--- src/rtl/cacheline_adaptor_pkg.sv ---
// -----------------------------------------------------------------------------
// adaptor_types
//
// Shared definitions for the cache-line / memory-burst adaptor:
//   - default line and beat widths
//   - beats per line and the number of byte-offset bits inside one line
//   - the adaptor state encoding (2 bits)
// -----------------------------------------------------------------------------
package adaptor_types;

    localparam int unsigned DEFAULT_LINE_WIDTH  = 256;
    localparam int unsigned DEFAULT_BURST_WIDTH = 64;
    localparam int unsigned DEFAULT_ADDR_WIDTH  = 32;

    // Beats needed to move one line, and byte-offset bits cleared on address_o.
    localparam int unsigned BEATS       = DEFAULT_LINE_WIDTH / DEFAULT_BURST_WIDTH;
    localparam int unsigned OFFSET_BITS = $clog2(DEFAULT_LINE_WIDTH / 8);

    typedef enum logic [1:0] {
        IDLE     = 2'd0,
        WR_BURST = 2'd1,
        RD_BURST = 2'd2,
        DONE     = 2'd3
    } adaptor_state_e;

endpackage : adaptor_types

--- src/rtl/cacheline_adaptor.sv ---
// -----------------------------------------------------------------------------
// cacheline_adaptor
//
// Bridges the cache controller's line port and a burst main-memory interface.
// A line read becomes BEATS incoming beats assembled into line_o; a line write
// becomes BEATS outgoing beats on burst_o. One request in flight; the cache
// holds read_i/write_i until the one-cycle resp_o pulse.
//
// Optional feature (compile-time macro ADAPTOR_TIMEOUT_EN):
//   adds parameter TIMEOUT_CYCLES and output timeout_o, a sticky flag raised
//   when a burst sees TIMEOUT_CYCLES consecutive cycles without resp_i.
//
// Ports
//   clk        in   clock, rising edge
//   rst        in   asynchronous active-low reset
//   line_i     in   write line from the cache
//   line_o     out  assembled read line (registered)
//   address_i  in   line address from the cache
//   read_i     in   line read request, held until resp_o
//   write_i    in   line write request, held until resp_o (wins over read_i)
//   resp_o     out  one-cycle completion pulse
//   burst_i    in   read beat from memory
//   burst_o    out  write beat to memory
//   address_o  out  line-aligned memory address
//   read_o     out  memory burst read request
//   write_o    out  memory burst write request
//   resp_i     in   memory beat strobe, one per beat
//   timeout_o  out  sticky watchdog flag (ADAPTOR_TIMEOUT_EN only)
// -----------------------------------------------------------------------------
module cacheline_adaptor
    import adaptor_types::*;
#(
    parameter int unsigned LINE_WIDTH  = DEFAULT_LINE_WIDTH,
    parameter int unsigned BURST_WIDTH = DEFAULT_BURST_WIDTH,
    parameter int unsigned ADDR_WIDTH  = DEFAULT_ADDR_WIDTH
`ifdef ADAPTOR_TIMEOUT_EN
    ,parameter int unsigned TIMEOUT_CYCLES = 1024
`endif
) (
    input  logic                   clk,
    input  logic                   rst,

    input  logic [LINE_WIDTH-1:0]  line_i,
    output logic [LINE_WIDTH-1:0]  line_o,
    input  logic [ADDR_WIDTH-1:0]  address_i,
    input  logic                   read_i,
    input  logic                   write_i,
    output logic                   resp_o,

    input  logic [BURST_WIDTH-1:0] burst_i,
    output logic [BURST_WIDTH-1:0] burst_o,
    output logic [ADDR_WIDTH-1:0]  address_o,
    output logic                   read_o,
    output logic                   write_o,
    input  logic                   resp_i
`ifdef ADAPTOR_TIMEOUT_EN
    ,output logic                  timeout_o
`endif
);

    localparam int unsigned NUM_BEATS   = LINE_WIDTH / BURST_WIDTH;
    localparam int unsigned ADDR_OFFSET = $clog2(LINE_WIDTH / 8);
    localparam int unsigned CNT_W       = (NUM_BEATS > 1) ? $clog2(NUM_BEATS) : 1;
    localparam logic [CNT_W-1:0] LAST_BEAT = CNT_W'(NUM_BEATS - 1);

    adaptor_state_e          state_q;
    logic [CNT_W-1:0]        count_q;
    logic [CNT_W-1:0]        count_d;
    logic [LINE_WIDTH-1:0]   wline_q;   // write line captured at accept
    logic [LINE_WIDTH-1:0]   rline_q;   // read line being assembled / held
    logic [ADDR_WIDTH-1:0]   addr_q;
    logic [BURST_WIDTH-1:0]  burst_q;
    logic                    read_q;
    logic                    write_q;
    logic                    resp_q;
    logic [ADDR_WIDTH-1:0]   aligned_addr;

    // Beat counter advance; wraps to 0 after the last beat on its own.
    assign count_d = count_q + 1'b1;

    assign aligned_addr = {address_i[ADDR_WIDTH-1:ADDR_OFFSET], {ADDR_OFFSET{1'b0}}};

    // NOTE: every state register is assigned with <= so all of them sample the
    // values from before the edge, independent of statement order.
    // NOTE: the line registers are reset along with the FSM: line_o is visible
    // to the cache directly and must read as 0 after reset.
    always_ff @(posedge clk or negedge rst) begin
        if (!rst) begin
            state_q <= IDLE;
            count_q <= '0;
            wline_q <= '0;
            rline_q <= '0;
            addr_q  <= '0;
            burst_q <= '0;
            read_q  <= 1'b0;
            write_q <= 1'b0;
            resp_q  <= 1'b0;
        end else begin
            case (state_q)
                IDLE: begin
                    // resp_i is deliberately ignored here.
                    if (write_i) begin
                        wline_q <= line_i;
                        addr_q  <= aligned_addr;
                        burst_q <= line_i[BURST_WIDTH-1:0];
                        count_q <= '0;
                        write_q <= 1'b1;
                        state_q <= WR_BURST;
                    end else if (read_i) begin
                        addr_q  <= aligned_addr;
                        count_q <= '0;
                        read_q  <= 1'b1;
                        state_q <= RD_BURST;
                    end
                end

                WR_BURST: begin
                    // Gap cycles (resp_i low) leave burst_o untouched.
                    if (resp_i) begin
                        count_q <= count_d;
                        if (count_q == LAST_BEAT) begin
                            write_q <= 1'b0;
                            resp_q  <= 1'b1;
                            state_q <= DONE;
                        end else begin
                            burst_q <= wline_q[count_d*BURST_WIDTH +: BURST_WIDTH];
                        end
                    end
                end

                RD_BURST: begin
                    if (resp_i) begin
                        rline_q[count_q*BURST_WIDTH +: BURST_WIDTH] <= burst_i;
                        count_q <= count_d;
                        if (count_q == LAST_BEAT) begin
                            read_q  <= 1'b0;
                            resp_q  <= 1'b1;
                            state_q <= DONE;
                        end
                    end
                end

                DONE: begin
                    // Requests still high here are the ones just completed;
                    // they are not accepted again until IDLE.
                    resp_q  <= 1'b0;
                    state_q <= IDLE;
                end

                default: begin
                    state_q <= IDLE;
                end
            endcase
        end
    end

    assign line_o    = rline_q;
    assign burst_o   = burst_q;
    assign address_o = addr_q;
    assign read_o    = read_q;
    assign write_o   = write_q;
    assign resp_o    = resp_q;

`ifdef ADAPTOR_TIMEOUT_EN
    localparam int unsigned TO_W = $clog2(TIMEOUT_CYCLES + 1);
    localparam logic [TO_W-1:0] TO_LIMIT = TO_W'(TIMEOUT_CYCLES);

    logic [TO_W-1:0] to_cnt_q;
    logic            timeout_q;
    logic            in_burst;

    assign in_burst = (state_q == WR_BURST) || (state_q == RD_BURST);

    // Counts idle cycles inside a burst; saturates at the limit so the flag
    // is raised exactly once and the counter never wraps.
    always_ff @(posedge clk or negedge rst) begin
        if (!rst) begin
            to_cnt_q  <= '0;
            timeout_q <= 1'b0;
        end else begin
            if (state_q == IDLE && (write_i || read_i)) begin
                to_cnt_q <= '0;
            end else if (in_burst) begin
                if (resp_i) begin
                    to_cnt_q <= '0;
                end else if (to_cnt_q != TO_LIMIT) begin
                    to_cnt_q <= to_cnt_q + 1'b1;
                    if (to_cnt_q == TO_LIMIT - 1'b1) begin
                        timeout_q <= 1'b1;
                    end
                end
            end
        end
    end

    assign timeout_o = timeout_q;
`endif

endmodule : cacheline_adaptor

--- config.mk ---
export PLATFORM = sky130hd
export DESIGN_NAME = cacheline_adaptor
export DESIGN_NICKNAME = d
export VERILOG_FILES = /design/src/rtl/cacheline_adaptor_pkg.sv /design/src/rtl/cacheline_adaptor.sv
export SDC_FILE = /design/constraint.sdc
export NUM_CORES = 1
export LEC_CHECK = 0
export CORE_AREA = 8 8 275 277
export DETAILED_ROUTE_END_ITERATION = 6
export DIE_AREA = 0 0 283 285
export HOLD_SLACK_MARGIN = 0.12
export SYNTH_ARGS = -nofsm -noshare
export SYNTH_HDL_FRONTEND = slang
export SYNTH_SLANG_ARGS = --single-unit
--- constraint.sdc ---
create_clock -name clk -period 2.9 [get_ports clk]
set_input_delay 0.58 -clock clk [delete_from_list [all_inputs] [get_ports clk]]
set_output_delay 0.58 -clock clk [all_outputs]
set_load 0.02 [all_outputs]
======== After elaboration in Yosys (flattened, before gate mapping) ========
Cells that the tools add are included.
word-level totals
  flip-flop bits (word level) ............. 615
  bits of input ports ..................... 357
cells by class
  $add $sub $neg .......................... 2
  equal/unequal tests ..................... 15
  shift-type cells ........................ 3
  multiplexer cells ....................... 26
  reductions and logical operators ........ 16
operators by type and width
  kind                       count
  $bwmux 256                 1
  $shift 64x34->256 const A  1
  $shiftx 256x9->64          1
  $shiftx 64x34->256         1
  $mux 64                    3
  $pmux 64 s2                1
  $mux 32                    2
  $neg 8->34                 1
  $ne 2x2->1 const B         8
  $mux 2                     7
  $reduce_bool 2->1          5
  $reduce_and 3->1           3
  $reduce_and 4->1           2
  $mux 1                     7
  $eq 2x2->1 const B         3
  $pmux 1 s2                 3
  $pmux 2 s3                 1
  $reduce_and 2->1           3
  $reduce_and 5->1           1
  $ne 2x1->1 const B         2
  $pmux 2 s2                 1
  $ne 3x3->1 const B         1
  $add 2x1->2 const B        1
  $eq 2x1->1 const B         1
  2 further kinds            2

======== Depth between registers and ports, before layout ========
  word-level depth ........................ 5
  mapped depth ............................ 8

======== Worst setup path before layout ========
Ideal clock, no wire load.
  path type ............................... register to register
  from .................................... register count_q[0]
  to ...................................... register burst_q[24], in the netlist burst_o[24]
  arrival ................................. 2.087 ns
  data required time ...................... 2.774 ns
  path slack .............................. 0.687 ns
  stages on the path, launching flop included .. 9
  buffers on the path ..................... 4
  period minus slack after synthesis ...... 2.213 ns
  cell sequence ........................... dfrtp_1 -> buf_6 -> inv_2 -> ha_1 -> clkbuf_1 -> buf_2 -> buf_2 -> mux4_2 -> a221o_1
on the way
  longest elaborated chain between the ends .. 5
RTL lines
  element                 RTL line                  text
  start, declared         cacheline_adaptor.sv:67   logic [CNT_W-1:0] count_q;
  start signal, assigned  cacheline_adaptor.sv:120  count_q <= count_d;
  start signal, assigned  cacheline_adaptor.sv:134  count_q <= count_d;
  $add 2x1->2             cacheline_adaptor.sv:79   assign count_d = count_q + 1'b1;
  $shiftx 256x9->64       cacheline_adaptor.sv:126  burst_q <= wline_q[count_d*BURST_WIDTH +: BURST_WIDTH];
  $mux 64                 cacheline_adaptor.sv:121  if (count_q == LAST_BEAT) begin
  $mux 64                 cacheline_adaptor.sv:119  if (resp_i) begin
  $pmux 64 s2             cacheline_adaptor.sv:99   case (state_q)
  end signal, assigned    cacheline_adaptor.sv:105  burst_q <= line_i[BURST_WIDTH-1:0];
  end signal, assigned    cacheline_adaptor.sv:126
  end, declared           cacheline_adaptor.sv:72   logic [BURST_WIDTH-1:0] burst_q;
Parallel ways exist; a longest one is shown, timed or not. The select of a mux whose other input is x is not followed.
A chain may end at the register's enable or synchronous reset.

======== Final worst setup path ========
  from .................................... register count_q[0]
  to ...................................... register rline_q[191], in the netlist line_o[191]
on the way
  longest elaborated chain between the ends .. 3
RTL lines
  element                                                  RTL line                  text
  $neg 8->34 (*)                                           cacheline_adaptor.sv:133  rline_q[count_q*BURST_WIDTH +: BURST_WIDTH] <= burst_i;
  $shiftx 64x34->256 or $shift 64x34->256 (tied branches)  cacheline_adaptor.sv:133
  $bwmux 256 (*)                                           cacheline_adaptor.sv:133
  end signal, assigned by index                            cacheline_adaptor.sv:133
  end, declared                                            cacheline_adaptor.sv:70   logic [LINE_WIDTH-1:0] rline_q;
Every way passes the cells marked *; elsewhere a longest branch is shown, timed or not.

==> results.toml <==
[clock_tree]
cts_buffers = 70
clock-root-buffer = "clkbuf_16"
cts_max_level = 3
cts_tree = "done"
cts.sinks = 610
clkTransAtPathRegs_ns = 0.06
insertion_delay_ns = 0.60
clockBufferDepth = 3
cts_resized = 0

[setup_path]
r2r_slack_ns = 0.57
cp_data_arrival_time_ns = 2.86
required_ns = 3.43
worstSetupEndpointType = "flip-flop"
crit_buf_inv = 2
max_stage_delay_ns = 0.53
cp_slowest_cell = "dfrtp_4"
start_kind = "flip-flop"
cp_max_fo = 64
path_delay_family = "buffers and inverters"
crit_chain = "inv_2, ha_4, nand2b_1, nor4_4, buf_12, a22o_1"
worst-setup-path-type = "flip-flop to flip-flop"

[sta]
min_period_over_period_pct = 80.38
final_hold_viol_count = 0
slew_headroom_pct = 39.01
fmax_mhz = 429.0
final_max_slew_viol_count = 0
rsz0062_at_grt = "no"
finClkSkew_ns = 0.01243
setup_viol = 0
timing.hold.ws_ns = 0.4993
tns_ns = 0
worst_pin_slew_ns = 0.9148
fin_crit_ns = 2.331

[cells_and_area]
utilization_pct = 49.77
syn2layout_area_growth_pct = 43.64
final_nets = 2601
drive_gt1_share_pct = 23.72

[routing]
ant_nets = 0
drtIter0Drc = 883
remaining_drc_errors = 0
wl_per_cell_um = 26.70
wl_um = 86990
firstDrtPassIters = 5
num_vias = 17320
viasPerCell = 5.317

[placed_design]
place.gp.congestion = 0.8557
io_buffers = 701
hpwl_um = 61640

[global_route]
track_usage_pct = 21.01
grt_pass1_wl_um = 130800
antenna_found_initial = 29
first_global_vias = 18870
gr-total-overflow = 0
grt_max_degree = 93

[worst_hold_path]
hold_class = "flip-flop to flip-flop"

[die]
start_util_pct = 34.65
coreArea_mm2 = 0.07100
dieWidth_um = 283
die_area_mm2 = 0.08066
die_h_um = 285
num_io_pins = 712
row_count = 98

[synth]
yosysSeqAreaShare_pct = 62.05
syn-cell-area_mm2 = 0.02460
yosysTopAreaCell = "dfrtp_1"
syn_inst = 1544
yosys-top-cells-area = "dfrtp_1 (62%), mux2_2 (13%), a22o_1 (9.2%)"
syn_area_per_cell_um2 = 15.93
ys_ff_latch = 610
ys_types = 34
synth.top_cell.area_share_pct = 62.05
synth_warnings = 0

[power_and_ir_drop]
cellPowerDensity_mw_per_mm2 = 1030
ir_worst_vdd_v = 0.0006288
leakage_nw = 15.16

[run]
maxCapViolCount = 0

[outcome]
status = "complete, no violations"
==> cells in the mapped netlist (all sizes together) <==
cell,instances
a211o,1
clkbuf,59
nand3,5
inv,7
a221o,64
and4,64
nand2,7
nor3,3
mux2i,7
buf,82
o21ai,2
nand2b,3
mux2,284
a21oi,1
conb,1
nor4b,2
nor2,2
mux4,64
nor3b,1
dfrtp,610
ha,11
o2bb2ai,1
nor4,3
nor2b,2
a22o,258
==> flip-flops by register name, summed over array words and instances, names as in the netlist <==
name	count
state_q	2
burst_o	64
wline_q	256
line_o	256
read_o	1
count_q	2
resp_o	1
address_o	27
write_o	1
==> final cells by class <==
cell class              count  area (um^2)
diodes                     19        47.55
clock buffers             101         2130
clock inverters            27        339.1
fillers                  6000        35660
inverters                   7        26.28
multi-input cells         790         8630
flip-flops and latches    610        15270
well taps                 950         1189
repair buffers            754         7705
==> cell usage in the layout (no fill, tap or decap), types with 2 or more instances in the layout <==
cell / count
clkdlybuf4s50_1: 699
dfrtp_1: 609
mux2_2: 284
a22o_1: 258
clkbuf_16: 71
mux4_2: 64
and4_1: 64
a221o_1: 64
buf_4: 29
clkbuf_8: 24
buf_12: 23
diode_2: 19
clkinv_2: 10
ha_1: 9
mux2i_1: 7
nand2_1: 6
clkbuf_1: 6
inv_1: 5
conb_1: 5
bufinv_16: 5
nand3_2: 4
inv_6: 4
nand2b_1: 3
clkinvlp_4: 3
inv_2: 2
nor2_1: 2
nor4_4: 2
nor2b_1: 2
inv_16: 2
clkinv_8: 2
==> power breakdown <==
| part | leakage, nW | internal [W] | switching (W) |
|---|---|---|---|
| Combinational | 6.13 | 0.00739 | 0.00635 |
| Clock | 1.22 | 0.00560 | 0.00366 |
| Sequential | 7.81 | 0.0116 | 0.00174 |
==> final timing paths <==
check                                    startpoint                        to  cells after the start
max                          count_q[0]$_DFFE_PN0P_   line_o[191]$_DFFE_PN0P_                      6
min                        wline_q[206]$_DFFE_PN0P_  wline_q[206]$_DFFE_PN0P_                      1
max reg2reg                  count_q[0]$_DFFE_PN0P_   line_o[191]$_DFFE_PN0P_                      6
min reg2reg                wline_q[206]$_DFFE_PN0P_  wline_q[206]$_DFFE_PN0P_                      1
max in group asynchronous                       rst   burst_o[28]$_DFFE_PN0P_                      3
min in group asynchronous                       rst   line_o[235]$_DFFE_PN0P_                      2
==> kinds of logic after synthesis <==
family          after synthesis  synth area share (%)
compound gates              327                 11.94
fa+ha+maj                    11                0.5595
buf+inv                     148                 3.199
flops                       610                 62.05
mux                         355                 19.15
other cells                   1               0.01524
simple gates                 92                 3.088
==> per-stage QoR <==
| stage | power [W] | std cells | setup slack (ns) | cell area [um^2] |
|---|---|---|---|---|
| final | 0.03638 | 3258 | 0.5689 | 35330 |
| after global placement | 0.02710 | 3110 | 0.4567 | 32810 |
| after detailed placement | 0.02746 | 3110 | 0.4443 | 32810 |
| after floorplan | 0.02148 | 1548 | 0.6869 | 24610 |
| after global routing | 0.03818 | 3247 | 0.4426 | 35310 |
| after CTS | 0.03689 | 3239 | 0.4971 | 35290 |
==> timing repair <==
action / 4_1_cts / 5_1_grt
buffers inserted: 0 / 0
hold buffers: 1 / 0
hold endpoints to repair: 32 / 0
==> metal layers <==
layer | vias to the layer above | part of all wire [%] | track usage, %
met5 | - | 0.15 | 0
met3 | 138 | 8.1 | 7.166
met4 | 20 | 2.8 | 6.970
met2 | 639 | 50 | 35.17
li1 | 7409 | - | -
met1 | 9118 | 39 | 25.32
Note: power is estimated with default switching activity, not from simulation.
